### src/rtl/fetch_unit_if.sv
// Fetch-stage bus: instruction-memory port, decoder control inputs and fetch status outputs.
// The master modport is the fetch unit; the slave modport is the memory/decoder side.
interface fetch_unit_if #(
    parameter int ADDR_W = 10
);
    logic [ADDR_W-1:0] imem_addr;
    logic [31:0]       imem_data;
    logic [31:0]       instr;
    logic [5:0]        opcode;
    logic              exec_en;
    logic [2:0]        smuxPC;
    logic              halt;
    logic              ctl_reset;
    logic              alu_zero;
    logic [ADDR_W-1:0] reg_target;
    logic              ready;
    logic [ADDR_W-1:0] pc;
    logic              halted;
    logic [31:0]       instr_count;

    modport master (
        output imem_addr, instr, opcode, exec_en, pc, halted, instr_count,
        input  imem_data, smuxPC, halt, ctl_reset, alu_zero, reg_target, ready
    );

    modport slave (
        input  imem_addr, instr, opcode, exec_en, pc, halted, instr_count,
        output imem_data, smuxPC, halt, ctl_reset, alu_zero, reg_target, ready
    );
endinterface

### src/rtl/fetch_unit.sv
// Instruction fetch / PC stage: FETCH -> LOAD -> EXEC, with IN-stall and HLT states.
// Define FETCH_INSTR_COUNT_EN to build the retired-instruction counter.
module fetch_unit #(
    parameter int ADDR_W = 10,
    parameter int OFF_W  = 16
) (
    input  logic          clk,
    input  logic          reset,
    fetch_unit_if.master  bus
);
    typedef enum logic [2:0] {
        FETCH,
        LOAD,
        EXEC,
        WAIT_IN,
        HALTED
    } state_t;

    localparam logic [5:0] OP_IN = 6'b010110;

    state_t            state, state_n;
    logic [ADDR_W-1:0] pc, pc_n;
    logic [ADDR_W-1:0] imem_addr;
    logic [31:0]       instr, instr_n;
    logic [5:0]        opcode;
    logic [ADDR_W-1:0] seq_pc;
    logic [ADDR_W-1:0] offset;
    logic [ADDR_W-1:0] branch_pc;
    logic [ADDR_W-1:0] next_pc;

    assign opcode = instr[31:26];
    assign seq_pc = pc + ADDR_W'(1);
    // Sign-extend or truncate the branch offset to the PC width.
    assign offset    = ADDR_W'(signed'(instr[OFF_W-1:0]));
    assign branch_pc = seq_pc + offset;

    always_comb begin
        next_pc = seq_pc;
        case (bus.smuxPC)
            3'b001:  next_pc = bus.alu_zero  ? branch_pc : seq_pc;
            3'b010:  next_pc = !bus.alu_zero ? branch_pc : seq_pc;
            3'b011:  next_pc = instr[ADDR_W-1:0];
            3'b100:  next_pc = bus.reg_target;
            default: next_pc = seq_pc;
        endcase
    end

    always_ff @(posedge clk or negedge reset) begin
        if (!reset) begin
            state     <= FETCH;
            pc        <= '0;
            instr     <= '0;
            imem_addr <= '0;
        end else begin
            state <= state_n;
            pc    <= pc_n;
            instr <= instr_n;
            // Address is loaded on entry to FETCH so it equals pc throughout FETCH.
            if (state_n == FETCH) begin
                imem_addr <= pc_n;
            end
        end
    end

    always_comb begin
        state_n = state;
        pc_n    = pc;
        instr_n = instr;
        case (state)
            FETCH: state_n = LOAD;
            LOAD: begin
                instr_n = bus.imem_data;
                state_n = EXEC;
            end
            EXEC: begin
                if (bus.ctl_reset) begin
                    pc_n    = '0;
                    state_n = FETCH;
                end else if (bus.halt && opcode == OP_IN) begin
                    state_n = WAIT_IN;
                end else if (bus.halt) begin
                    state_n = HALTED;
                end else begin
                    pc_n    = next_pc;
                    state_n = FETCH;
                end
            end
            WAIT_IN: begin
                if (bus.ready) begin
                    state_n = EXEC;
                end
            end
            HALTED:  state_n = HALTED;
            default: state_n = FETCH;
        endcase
    end

    assign bus.imem_addr = imem_addr;
    assign bus.instr     = instr;
    assign bus.opcode    = opcode;
    assign bus.pc        = pc;
    assign bus.exec_en   = (state == EXEC);
    assign bus.halted    = (state == HALTED);

`ifdef FETCH_INSTR_COUNT_EN
    logic        retire;
    logic [31:0] count;

    // Retired: EXEC leaving by HLT or by a normal next-PC update.
    assign retire = (state == EXEC) && !bus.ctl_reset && !(bus.halt && opcode == OP_IN);

    always_ff @(posedge clk or negedge reset) begin
        if (!reset) begin
            count <= '0;
        end else if (retire) begin
            count <= count + 32'd1;
        end
    end

    assign bus.instr_count = count;
`else
    assign bus.instr_count = '0;
`endif
endmodule

### src/flat_wrapper.sv
// flat-port wrapper written by rule: the top's interface ports become plain ports
module fetch_unit_flat 
#(
    parameter int ADDR_W = 10,
    parameter int OFF_W  = 16
)
  (clk, reset, bus_imem_addr, bus_instr, bus_opcode, bus_exec_en, bus_pc, bus_halted, bus_instr_count, bus_imem_data, bus_smuxPC, bus_halt, bus_ctl_reset, bus_alu_zero, bus_reg_target, bus_ready);
  fetch_unit_if #(.ADDR_W(ADDR_W)) bus_i ();
  input  logic clk;
  input  logic reset;
  output wire logic [$bits(bus_i.imem_addr)-1:0] bus_imem_addr;
  output wire logic [$bits(bus_i.instr)-1:0] bus_instr;
  output wire logic [$bits(bus_i.opcode)-1:0] bus_opcode;
  output wire logic [$bits(bus_i.exec_en)-1:0] bus_exec_en;
  output wire logic [$bits(bus_i.pc)-1:0] bus_pc;
  output wire logic [$bits(bus_i.halted)-1:0] bus_halted;
  output wire logic [$bits(bus_i.instr_count)-1:0] bus_instr_count;
  input wire logic [$bits(bus_i.imem_data)-1:0] bus_imem_data;
  input wire logic [$bits(bus_i.smuxPC)-1:0] bus_smuxPC;
  input wire logic [$bits(bus_i.halt)-1:0] bus_halt;
  input wire logic [$bits(bus_i.ctl_reset)-1:0] bus_ctl_reset;
  input wire logic [$bits(bus_i.alu_zero)-1:0] bus_alu_zero;
  input wire logic [$bits(bus_i.reg_target)-1:0] bus_reg_target;
  input wire logic [$bits(bus_i.ready)-1:0] bus_ready;
  assign bus_imem_addr = bus_i.imem_addr;
  assign bus_instr = bus_i.instr;
  assign bus_opcode = bus_i.opcode;
  assign bus_exec_en = bus_i.exec_en;
  assign bus_pc = bus_i.pc;
  assign bus_halted = bus_i.halted;
  assign bus_instr_count = bus_i.instr_count;
  assign bus_i.imem_data = bus_imem_data;
  assign bus_i.smuxPC = bus_smuxPC;
  assign bus_i.halt = bus_halt;
  assign bus_i.ctl_reset = bus_ctl_reset;
  assign bus_i.alu_zero = bus_alu_zero;
  assign bus_i.reg_target = bus_reg_target;
  assign bus_i.ready = bus_ready;
  fetch_unit #(.ADDR_W(ADDR_W), .OFF_W(OFF_W)) u_core (.clk(clk), .reset(reset), .bus(bus_i));
endmodule
### config.mk
export PLATFORM = sky130hd
export DESIGN_NAME = fetch_unit_flat
export DESIGN_NICKNAME = d
export VERILOG_FILES = /design/src/rtl/fetch_unit_if.sv /design/src/rtl/fetch_unit.sv /design/src/flat_wrapper.sv
export SDC_FILE = /design/constraint.sdc
export NUM_CORES = 1
export LEC_CHECK = 0
export ABC_AREA = 1
export BUFFER_PORTS_ARGS = -buffer_cell sky130_fd_sc_hd__buf_4
export CAP_MARGIN = 20
export CORE_ASPECT_RATIO = 1.2
export CORE_MARGIN = 8
export CORE_UTILIZATION = 40
export CTS_CLUSTER_SIZE = 28
export DETAILED_ROUTE_END_ITERATION = 10
export HOLD_SLACK_MARGIN = 0.05
export PLACE_DENSITY = 0.77
export SYNTH_ARGS = -nofsm -noshare
export SYNTH_HDL_FRONTEND = slang
export SYNTH_SLANG_ARGS = --single-unit
### constraint.sdc
create_clock -name clk -period 5.1 [get_ports clk]
set_input_delay 0.51 -clock clk [delete_from_list [all_inputs] [get_ports clk]]
set_output_delay 0.51 -clock clk [all_outputs]
set_load 0.02 [all_outputs]
* Word-level counts from Yosys, hierarchy flattened
Index checks and enable logic that the tools add are counted.
Word-level totals: register bits 55, latch bits 0, ROM bits 0, output and inout bits 92, logic and storage cells 30, memories kept 0, input port bits 51, bits in writable memories 0
Cells by class: reductions and logical operators 3, order comparisons 0, $add $sub $neg 2, divide/modulo/power cells 0, equal/unequal tests 9, multipliers 0, bitwise gates (word level) 0, shifts and indexed selects 0, muxes and demuxes 12
Operators by type and width (count):
- $mux W10 | 6
- $pmux W10 S4 | 1
- $pmux W3 S5 | 1
- $eq A3 B2 Y1 const B | 4
- $mux W3 | 4
- $add A10 B1 Y10 const B | 1
- $add A10 B10 Y10 | 1
- $eq A3 B1 Y1 const B | 2
- $eq A3 B3 Y1 const B | 2
- $eq A6 B5 Y1 const B | 1
- $logic_not A3 Y1 | 2
- $logic_and A1 B1 Y1 | 1

* Depth between registers and ports, before layout
depth after elaboration 8, gate-level depth with buffers 22, mapped depth without buffers 22

* Worst setup path after synthesis
No wires, ideal clock.
path kind reg2reg, from register u_core.pc[0], in the netlist u_core.bus.pc[0], to register u_core.imem_addr[9], in the netlist u_core.bus.imem_addr[9], buffers on the path 0, library setup time 0.116 ns, clock period less this slack 2.375 ns, arrival time 2.258 ns, required time 4.984 ns, stages on the path, launching flop included 19, setup slack 2.725 ns, cells stage by stage dfrtp_1 ha_1 nand2_1 nor2_1 nand2_1 xor2_1 inv_1 ha_1 nand2_1 nor2_1 nand3_1 nand3_1 nand3_1 nand3_1 nand3_1 nand2_1 nand2_1 nand2_1 nand2_1
On the way: longest elaborated chain between the ends 8
Ends and longest elaborated chain:
- from (decl) | RTL line fetch_unit.sv:22 | logic [ADDR_W-1:0] pc, pc_n;
- from (signal assigned) | RTL line fetch_unit.sv:56 | pc <= pc_n;
- $add A10 B1 Y10 * | RTL line fetch_unit.sv:32 | assign seq_pc = pc + ADDR_W'(1);
- $add A10 B10 Y10 | RTL line fetch_unit.sv:35 | assign branch_pc = seq_pc + offset;
- $mux W10 (on tied branches) | RTL line fetch_unit.sv:41, fetch_unit.sv:40
- $pmux W10 S4 * | RTL line fetch_unit.sv:39 | case (bus.smuxPC)
- $mux W10 * | RTL line fetch_unit.sv:81 | end else if (bus.halt) begin
- $mux W10 * | RTL line fetch_unit.sv:79 | end else if (bus.halt && opcode == OP_IN) begin
- $mux W10 * | RTL line fetch_unit.sv:76 | if (bus.ctl_reset) begin
- $mux W10 * | RTL line fetch_unit.sv:69 | case (state)
- via u_core.pc_n[9] | RTL line fetch_unit.sv:22
- to (signal assigned) | RTL line fetch_unit.sv:60 | imem_addr <= pc_n;
- to (decl) | RTL line fetch_unit.sv:23 | logic [ADDR_W-1:0] imem_addr;
Mark *: on every way through the listed nets, which the timed path passes. The rest lies on a longest branch. A chain may end at the register's enable or synchronous reset.

* Worst setup path in the final report
Same ends and word-level chain as after synthesis.

==> parameters.txt <==
Parameter                              Value

Synth
  Number of distinct library cells after synthesis ... 34
  Number of standard cells after synthesis ... 410
  #FFs+latches synth ... 55
  Mapped Area ... ~0.0035 mm^2
  Ys Warns ... 0
  Share of synthesized area occupied by flip-flops and latches ... 39.3%
  Synth Area per Inst ... around 8.5 um^2

Cells and area
  Final Net Count ... roughly 580
  Most common library cell in the layout ignoring fill and taps ... sky130_fd_sc_hd__buf_4
  Commonest non-fill, non-tap cells in the layout ... sky130_fd_sc_hd__buf_4 (111), sky130_fd_sc_hd__nand2_1 (92), sky130_fd_sc_hd__dfrtp_1 (55)
  Layout cells sized above 1 ... 32.2%
  Post-Route Utilization ... around half
  Area Overhead vs Synth ... 25.1%
  Number of antenna cells inserted ... 0
  Fill cell total of the finished layout ... around 830

Clocking
  Setup bufs post-CTS ... 0
  TritonCTS clock tree ... yes
  Clock Latency Late Sink ... around 0.31 ns
  Clock tree root driver cell ... sky130_fd_sc_hd__clkbuf_8
  CTS clock-pin slew for the worst setup and hold paths ... 0.10 ns
  Worst-case clock buffer depth ... 2
  CTS buffer count ... 5
  Number of H-tree branching levels ... 2
  CTS hold repair buffers ... 0
  Total number of clock tree sinks ... 55
  Total of cells resized after clock tree synthesis ... 0

Floorplanning
  Die footprint ... approximately 0.012 mm^2
  Initial core utilization ... 41.1%
  Overall die width ... 101 um
  Count of pins on the block boundary ... 143
  Overall die height ... about 120 um
  Core area ... 0.00852 mm^2
  Cell Rows ... 37

STA
  Rel. slew slack ... a little over half
  Final Cycle Share ... 48.9%
  Setup TNS ... 0 ns
  Final Max Tran Viols ... 0
  Top achievable clock speed ... between 0.4 and 0.5 GHz
  Fin. Hold Viols ... 0
  Final critical-path setup slack ... 2.61 ns
  Measured slew at the worst slew-check pin ... 0.697 ns
  Worst clock skew ... between 0.01 and 0.015 ns
  Final setup fails ... 0
  Fin crit period ... roughly 2.5 ns
  RSZ-0062 raised after global routing ... no

Critical path
  Critical path launch point type ... flip-flop
  Worst-case register-to-register setup slack ... approximately 2.6 ns
  Data arrival at the endpoint of the critical path ... between 2 and 3 ns
  Worst setup path class ... reg2reg
  Crit path max fanout ... 5
  Required time reported for the critical path endpoint ... around 5.3 ns
  Critical Path Sink Type ... flip-flop

Power and ir drop
  Relative contribution of the clock network to total power ... around a tenth
  Combinational share of power ... between 60% and 70%
  Leakage Power ... around 2.3 nW
  Fraction of power spent switching nets ... a little under half
  Internal power summed over all cells ... around 1.5 mW
  Peak supply drop ... 0.377 mV
  Total power draw ... ~2.8 mW
  Seq pwr share ... 29.7%
  Switching power of the nets ... 1.32 mW
  Power density cells ... 644 mW/mm^2

Placement
  Number of I/O port buffers ... 110
  HPWL after detailed placement ... about 7.8 mm
  Worst slack, placed ... roughly 2.6 ns
  Routability Congestion ... about 0.91

Detailed routing
  Met1 Routed Length ... approximately 3.8 mm
  Number of design rule violations left after detail routing ... 0
  Count of TritonRoute iterations in the first routing pass ... 4
  Post-detailed-route count of antenna-violating nets ... 0
  Detailed router's first-iteration violation count ... about 140
  Via/cell ratio ... slightly below 5
  Top routing layer in use ... met4
  Total number of vias ... 3094
  Sum of routed wire length over all layers ... 9.54 mm
  DR WL/cell ... about 15 um
  Met2 WL ... roughly 4.2 mm
  Met3 Wirelength ... around 1.2 mm

Global routing
  GRT Overall Usage ... approximately 16%
  Global-route congestion overflow total ... 0
  Initial antenna violation count ... 0
  Number of global-route vias before repair ... ~3300
  Pin count of the biggest net entering global routing ... between 50 and 60
  Global-route wire length before repair ... 15.5 mm

Min path
  Type of the most critical hold path ... in2async

Run
  Number of max-cap violations ... 0

Run status
  Result of the run ... completed
[critical path, cell delays in order (launching register included)]
cell	delay (ns)
sky130_fd_sc_hd__dfrtp_1	0.42
sky130_fd_sc_hd__ha_1	0.18
sky130_fd_sc_hd__nand2_1	0.08
sky130_fd_sc_hd__nor2_1	0.17
sky130_fd_sc_hd__nand2_1	0.08
sky130_fd_sc_hd__xor2_1	0.14
sky130_fd_sc_hd__inv_1	0.07
sky130_fd_sc_hd__ha_1	0.35
sky130_fd_sc_hd__nand2_1	0.11
sky130_fd_sc_hd__nor2_1	0.15
sky130_fd_sc_hd__nand3_1	0.09
sky130_fd_sc_hd__nand3_1	0.11
sky130_fd_sc_hd__nand3_1	0.08
sky130_fd_sc_hd__nand3_1	0.08
sky130_fd_sc_hd__nand3_1	0.07
sky130_fd_sc_hd__nand2_1	0.06
sky130_fd_sc_hd__nand2_1	0.06
sky130_fd_sc_hd__nand2_1	0.05
sky130_fd_sc_hd__nand2_1	0.05
[final timing paths]
path | endpoint | startpoint | cells after the start
setup / recovery | u_core.bus.imem_addr[9] | u_core.bus.pc[0] | 18
hold / removal | u_core.state[2] | reset | 1
setup reg to reg | u_core.bus.imem_addr[9] | u_core.bus.pc[0] | 18
hold reg to reg | u_core.bus.imem_addr[6] | u_core.bus.imem_addr[6] | 2
max in group asynchronous | u_core.bus.instr[10] | reset | 1
min in group clk | u_core.bus.instr[23] | bus_imem_data[23] | 2
[layout make-up]
type / instances / area, um^2 / area share, %
clock inverter: 1 / 30.0 / 0.686
multi-input combinational: 301 / 1760 / 40.3
sequential: 55 / 1380 / 31.5
tap: 117 / 146 / 3.35
timing repair buffer: 111 / 833 / 19.0
clock buffer: 6 / 72.6 / 1.66
inverter: 41 / 154 / 3.52
[cell usage after synthesis]
cell | n | area [um^2]
sky130_fd_sc_hd__nand3b_4 | 1 | 20.0
sky130_fd_sc_hd__buf_4 | 38 | 285
sky130_fd_sc_hd__xor2_1 | 6 | 52.6
sky130_fd_sc_hd__inv_1 | 36 | 135
sky130_fd_sc_hd__inv_2 | 5 | 18.8
sky130_fd_sc_hd__o21ai_0 | 12 | 60.1
sky130_fd_sc_hd__nor3_1 | 4 | 20.0
sky130_fd_sc_hd__nand4_1 | 9 | 56.3
sky130_fd_sc_hd__o21ai_1 | 4 | 20.0
sky130_fd_sc_hd__nand3_2 | 3 | 30.0
sky130_fd_sc_hd__a31o_1 | 1 | 8.76
sky130_fd_sc_hd__mux2_2 | 30 | 338
sky130_fd_sc_hd__o211ai_1 | 3 | 22.5
sky130_fd_sc_hd__buf_6 | 1 | 11.3
sky130_fd_sc_hd__fa_1 | 1 | 20.0
sky130_fd_sc_hd__a21oi_1 | 21 | 105
sky130_fd_sc_hd__o32ai_1 | 1 | 8.76
sky130_fd_sc_hd__nand3_1 | 30 | 150
sky130_fd_sc_hd__nor3_2 | 1 | 10.0
sky130_fd_sc_hd__nand2_2 | 3 | 18.8
sky130_fd_sc_hd__a21o_1 | 1 | 7.51
sky130_fd_sc_hd__ha_1 | 11 | 138
sky130_fd_sc_hd__nand3b_1 | 7 | 52.6
sky130_fd_sc_hd__dfrtp_1 | 55 | 1380
sky130_fd_sc_hd__buf_2 | 5 | 25.0
sky130_fd_sc_hd__o22ai_1 | 2 | 12.5
sky130_fd_sc_hd__o21ai_2 | 1 | 8.76
sky130_fd_sc_hd__conb_1 | 1 | 3.75
sky130_fd_sc_hd__nand2_1 | 92 | 345
sky130_fd_sc_hd__nand2_4 | 2 | 22.5
sky130_fd_sc_hd__nor2_1 | 17 | 63.8
sky130_fd_sc_hd__o21a_1 | 3 | 22.5
sky130_fd_sc_hd__nor2_4 | 2 | 22.5
sky130_fd_sc_hd__nor2_2 | 1 | 6.26
[power by group through the flow]
stage / clock (mW) / sequential, mW / combinational, mW
3_3_place_gp: 0 / 0.838 / 1.69
3_5_place_dp: 0 / 0.846 / 1.71
2_1_floorplan: 0 / 1.03 / 0.958
6_report: 0.281 / 0.836 / 1.70
5_1_grt: 0.304 / 0.865 / 1.88
4_1_cts: 0.293 / 0.838 / 1.72
[metal layers]
layer	GRT usage, %	up-vias
met1	18.6	1435
met5	0	-
met2	24.8	145
met4	6.82	0
li1	-	1491
met3	6.81	23
[stage by stage]
step	cells	hold slack, ns	area [um^2]
final	632	0.231	4380
after global routing	632	0.298	4380
after global placement	625	0.461	4270
after detailed placement	625	0.471	4270
after floorplan	441	0.214	3610
after CTS	632	0.254	4380
[sequential cells by signal, summed over array words and instances (netlist names)]
name / cells
u_core.bus.pc: 10
u_core.state: 3
u_core.bus.imem_addr: 10
u_core.bus.instr: 32
[logic make-up (layout without fill, tap and decap cells)]
group / count (synthesis) / count (layout) / synth area share, %
adder cells (fa/ha/maj): 12 / 12 / 4.51
AO/OA/AOI/OAI: 49 / 49 / 7.90
flip-flops: 55 / 55 / 39.3
buffers and inverters: 85 / 159 / 13.6
multiplexers: 30 / 30 / 9.66
AND/OR/NAND/NOR: 172 / 172 / 23.4
other: 1 / 32 / 0.107
XOR/XNOR: 6 / 6 / 1.50
Power figures use the tool's default switching activity.
